`src/rtl/ws2812_pixel_serializer.sv`:
```
// Serializes 24-bit GRB pixels MSB first into databit/command pairs for the WS2812 bit encoder.
// A frame ends with a latch gap of LATCH_CYCLES idle clocks, and frame_done pulses when that gap has elapsed.
module ws2812_pixel_serializer #(
  parameter int BIT_CYCLES   = 3,
  parameter int PIXEL_BITS   = 24,
  parameter int LATCH_CYCLES = 200
) (
  input  logic                  clk_3p33mhz,
  input  logic                  rst_n,
  input  logic [PIXEL_BITS-1:0] pixel_data,
  input  logic                  pixel_valid,
  input  logic                  pixel_last,
  output logic                  pixel_ready,
  output logic                  databit,
  output logic [1:0]            command,
  output logic                  busy,
  output logic                  frame_done,
  output logic                  underrun,
  output logic [1:0]            fsm_state
);

  // Stream handshake: a pixel transfers on any posedge where pixel_valid && pixel_ready;
  // pixel_valid, pixel_data and pixel_last must stay stable until that transfer.

  localparam int CNT_W = $clog2(BIT_CYCLES);
  localparam int IDX_W = $clog2(PIXEL_BITS);
  localparam int LAT_W = $clog2(LATCH_CYCLES + 1);

  localparam logic [1:0] ST_IDLE  = 2'd0;
  localparam logic [1:0] ST_SHIFT = 2'd1;
  localparam logic [1:0] ST_LATCH = 2'd2;

  localparam logic [1:0] CMD_IDLE = 2'b00;
  localparam logic [1:0] CMD_TX   = 2'b01;

  localparam logic [CNT_W-1:0] BIT_LAST = CNT_W'(BIT_CYCLES - 1);
  localparam logic [CNT_W-1:0] BIT_PRE  = CNT_W'(BIT_CYCLES - 2);
  localparam logic [IDX_W-1:0] IDX_TOP  = IDX_W'(PIXEL_BITS - 1);
  localparam logic [LAT_W-1:0] LAT_LAST = LAT_W'(LATCH_CYCLES - 1);

  logic [1:0]            state;
  logic [PIXEL_BITS-1:0] shift_reg;
  logic                  last_flag;
  logic [CNT_W-1:0]      bit_cnt;
  logic [IDX_W-1:0]      bit_idx;
  logic [LAT_W-1:0]      latch_cnt;

  logic accept;
  logic bit_wrap;

  assign accept    = pixel_valid & pixel_ready;
  assign bit_wrap  = (bit_cnt == BIT_LAST);
  assign fsm_state = state;

  always_ff @(posedge clk_3p33mhz) begin
    if (!rst_n) begin
      state       <= ST_IDLE;
      shift_reg   <= '0;
      last_flag   <= 1'b0;
      bit_cnt     <= '0;
      bit_idx     <= '0;
      latch_cnt   <= '0;
      pixel_ready <= 1'b0;
      databit     <= 1'b0;
      command     <= CMD_IDLE;
      busy        <= 1'b0;
      frame_done  <= 1'b0;
      underrun    <= 1'b0;
    end else begin
      frame_done <= 1'b0;
      underrun   <= 1'b0;
      case (state)
        ST_IDLE: begin
          pixel_ready <= 1'b1;
          databit     <= 1'b0;
          command     <= CMD_IDLE;
          if (accept) begin
            shift_reg   <= pixel_data;
            last_flag   <= pixel_last;
            databit     <= pixel_data[PIXEL_BITS-1];
            command     <= CMD_TX;
            busy        <= 1'b1;
            bit_cnt     <= '0;
            bit_idx     <= IDX_TOP;
            pixel_ready <= 1'b0;
            state       <= ST_SHIFT;
          end
        end
        ST_SHIFT: begin
          // Ready opens for exactly the final clock of the final bit, unless this pixel closes the frame.
          pixel_ready <= (bit_cnt == BIT_PRE) && (bit_idx == '0) && !last_flag;
          if (!bit_wrap) begin
            bit_cnt <= bit_cnt + 1'b1;
          end else begin
            bit_cnt <= '0;
            if (bit_idx != '0) begin
              bit_idx   <= bit_idx - 1'b1;
              databit   <= shift_reg[PIXEL_BITS-2];
              shift_reg <= shift_reg << 1;
            end else if (accept) begin
              shift_reg <= pixel_data;
              last_flag <= pixel_last;
              databit   <= pixel_data[PIXEL_BITS-1];
              command   <= CMD_TX;
              bit_idx   <= IDX_TOP;
            end else begin
              command   <= CMD_IDLE;
              databit   <= 1'b0;
              latch_cnt <= '0;
              underrun  <= !last_flag;
              state     <= ST_LATCH;
            end
          end
        end
        ST_LATCH: begin
          pixel_ready <= 1'b0;
          command     <= CMD_IDLE;
          databit     <= 1'b0;
          if (latch_cnt == LAT_LAST) begin
            frame_done  <= 1'b1;
            busy        <= 1'b0;
            pixel_ready <= 1'b1;
            state       <= ST_IDLE;
          end else begin
            latch_cnt <= latch_cnt + 1'b1;
          end
        end
        default: begin
          state       <= ST_IDLE;
          pixel_ready <= 1'b0;
          command     <= CMD_IDLE;
          databit     <= 1'b0;
          busy        <= 1'b0;
        end
      endcase
    end
  end

endmodule

```
`config.mk`:
```
export PLATFORM = sky130hd
export DESIGN_NAME = ws2812_pixel_serializer
export DESIGN_NICKNAME = d
export VERILOG_FILES = /design/src/rtl/ws2812_pixel_serializer.sv
export SDC_FILE = /design/constraint.sdc
export NUM_CORES = 1
export LEC_CHECK = 0
export CAP_MARGIN = 25
export CORE_MARGIN = 4
export CORE_UTILIZATION = 48
export DETAILED_ROUTE_END_ITERATION = 10
export PLACE_DENSITY = 0.75
export SLEW_MARGIN = 20
export SYNTH_ARGS = -nofsm -noshare
export SYNTH_HDL_FRONTEND = slang
export SYNTH_SLANG_ARGS = --single-unit
```
`constraint.sdc`:
```
create_clock -name clk_3p33mhz -period 1.7 [get_ports clk_3p33mhz]
set_input_delay 0.17 -clock clk_3p33mhz [delete_from_list [all_inputs] [get_ports clk_3p33mhz]]
set_output_delay 0.17 -clock clk_3p33mhz [all_outputs]
set_load 0.02 [all_outputs]
```
==> flow_metrics.py <==
metrics = {
    "run": {
        "maxCapViolCount": 0,
    },
    "clock_network": {
        "clock-sinks": 47,
        "tritoncts": "yes",
        "ctsRootBufferMaster": "clkbuf_8",
        "cts_hold_buf": 0,
        "clk_pin_slew_ps": 90,
        "numCtsBuffers": 5,
        "cts_max_level": 2,
        "clock_latency_ps": 300,
        "ctsLongestPathBuffers": 2,
    },
    "die": {
        "row_count": 24,
        "io_pins": 37,
        "core_um2": 4470,
        "die_w_um": 76.8,
        "fp.dieArea_um2": 5900,
        "die_h_um": 76.8,
        "start_util": 0.508,
    },
    "grt": {
        "grt_pass1_wl_um": 9260,
        "grt_max_degree": 33,
        "track_usage": 0.191,
        "grt_pass1_vias": 1966,
        "gr-total-overflow": 0,
        "antenna_found_initial": 0,
    },
    "logic_synthesis": {
        "synth_edf_count": 0,
        "synthArstFlopShare": 0,
        "ys.flop_type": "dfxtp_1",
        "synth.avg_cell_area_um2": 9.96,
        "yosysSeqAreaShare": 0.414,
        "syn_inst": 228,
        "ys_types": 47,
        "synth_nets": 258,
        "syn_area_um2": 2270,
        "synth-seq-cells": 47,
        "yosysWarningCount": 0,
    },
    "drt": {
        "wl_per_cell_um": 16.8,
        "drt_iter0_markers": 152,
        "drt-pass1-iter-count": 4,
        "vias_per_cell": 5.80,
        "drc": 0,
        "wirelength_um": 5760,
        "vias": 1985,
        "ant_nets": 0,
    },
    "setup_path": {
        "critPathCaptureType": "register",
        "crit_path_max_fanout": 6,
        "start_kind": "register",
        "arrival_ps": 1950,
        "crit_type": "reg -> reg",
        "crit_required_ps": 1900,
        "max_stage_delay_ps": 550,
        "worstPathCellList": "inv_2, ha_4, or4b_4, nand2_8, buf_6, a21oi_2, o221a_2",
        "cpMaxStageDelayCell": "or4b_4",
        "r2r_slack_ps": -50,
    },
    "power_and_ir_drop": {
        "leakage_nw": 1.18,
        "power.density_nw_per_um2": 854,
        "total_power_mw": 2.67,
        "worst_ir_drop_vdd_mv": 0.467,
    },
    "layout": {
        "drive_gt1_frac": 0.276,
        "nets": 319,
        "area_growth_pct": 37.6,
        "largest_register_ffs": 23,
        "antennaDiodeCount": 0,
        "utilization": 0.699,
        "nFillCells": 348,
        "stdcell_area_um2": 3130,
    },
    "sta": {
        "finalClockSkew_ps": 9.79,
        "finalWorstSetupSlack_ps": -49.3,
        "drv_slew": 0,
        "min_period_ps": 1750,
        "setup_violations": 9,
        "hold_viol": 0,
        "fin_crit_sh": 1.03,
        "rsz0062_at_grt": "true",
        "max_freq_mhz": 572,
    },
    "placed_design": {
        "port_buffers": 35,
        "preCtsSetupSlack_ps": -109,
        "place.gp.congestion": 0.829,
        "hpwl_um": 3540,
        "placed_cell_area_um2": 2780,
    },
    "hold_path": {
        "min_path_type": "in -> reg",
    },
    "status": {
        "status": "finished with violations",
        "failed_checks": "negative setup slack",
    },
}
[report_power, final]
group          switching [mW]  total, mW  internal [mW]
logic                   0.238      0.501          0.263
registers              0.0437       1.21           1.16
clock network           0.372      0.960          0.588
[final cells by class]
type | instances | area (um2) | share of cell area
clock buffers | 6 | 72.6 | 0.0232
clock inverters | 2 | 60.1 | 0.0192
inverters | 6 | 22.5 | 0.00721
multi-input cells | 161 | 1320 | 0.422
flip-flops and latches | 47 | 945 | 0.302
well taps | 52 | 65.1 | 0.0208
repair buffers | 68 | 642 | 0.205
[what timing repair did]
| action | 4_1_cts | 5_1_grt |
|---|---|---|
| pin swaps | 4 | 9 |
| endpoints found under the setup margin | 29 | 35 |
| gates cloned | 2 | 3 |
| resized for setup | 11 | 13 |
| buffers inserted | 1 | 2 |
[placed cells by master (no fill, tap or decap), types with 2 or more instances in the layout]
cell type and n:
buf_8 2, o21a_1 20, bufinv_16 2, nand3_4 4, a21oi_2 8, o21ai_0 5, o221a_1 18, clkdlybuf4s50_1 35
inv_1 4, dfxtp_1 44, o221a_2 4, buf_4 27, a31o_2 2, buf_6 3, and3_1 3, o211ai_1 3
nor3_1 7, nand2_8 3, xor2_1 3, and2b_2 2, nand3_1 12, o211a_1 3, clkbuf_8 5, or3_1 3
nor2_1 14, nand2_1 6, a21oi_1 10, dfxtp_2 3, inv_2 2, nand4_1 5
[metal layers]
layer  vias up  routed length [um]  global-route usage
li1       1005                   -                   -
met1       926                2780               0.253
met2        45                2660               0.299
met3         9                 243              0.0468
met4         0                  82              0.0743
met5         -                   0                   0
[logic make-up after synthesis]
| kind of cell | after synthesis | share of synthesized area |
|---|---|---|
| adder cells (fa/ha/maj) | 2 | 0.0110 |
| other | 1 | 0.00165 |
| AND/OR/NAND/NOR | 67 | 0.187 |
| AO/OA/AOI/OAI | 82 | 0.292 |
| multiplexers | 1 | 0.00441 |
| flip-flops | 47 | 0.414 |
| XOR/XNOR | 4 | 0.0154 |
| buffers and inverters | 24 | 0.0738 |
[path summary, 6_finish.rpt]
check / start / endpoint / depth (start not counted)
hold / removal: pixel_last / last_flag / 3
setup / recovery: bit_idx[1] / shift_reg[21] / 7
setup reg to reg: bit_idx[1] / shift_reg[21] / 7
hold reg to reg: shift_reg[0] / shift_reg[0] / 2
[critical path: cells and delay by family, from the launching register on]
family                   cells  cell delay (ps)
AO/OA/AOI/OAI                2              310
adder cells (fa/ha/maj)      1              120
buffers and inverters        2              200
flip-flops                   1              330
AND/OR/NAND/NOR              2              690
[synthesized netlist by cell type (2+ instances only)]
cell,n,area share
o21ai_0,5,0.011
and3_1,4,0.011
o211a_1,3,0.013
nor2_1,14,0.023
o211ai_1,3,0.0099
buf_6,7,0.035
nand3_1,12,0.026
a21oi_1,18,0.040
o21a_1,20,0.066
a31o_2,2,0.0077
and2b_2,2,0.0077
nand2_1,6,0.0099
o221a_2,5,0.025
o221a_1,18,0.089
buf_4,4,0.013
dfxtp_1,47,0.41
clkbuf_1,6,0.0099
nand4_1,5,0.014
xor2_1,3,0.012
nand2_8,2,0.018
ha_1,2,0.011
nor3_1,7,0.015
inv_1,6,0.0099
o32ai_1,2,0.0077
or3_1,3,0.0083
[through the flow]
step	setup TNS (ps)	hold WS, ps	cells
after floorplan	-838	320	228
after global placement	-1190	450	326
after detailed placement	-1990	453	326
after CTS	-550	450	337
after global routing	-1820	458	342
final	-201	459	342
(Power assumes the default switching activity.)
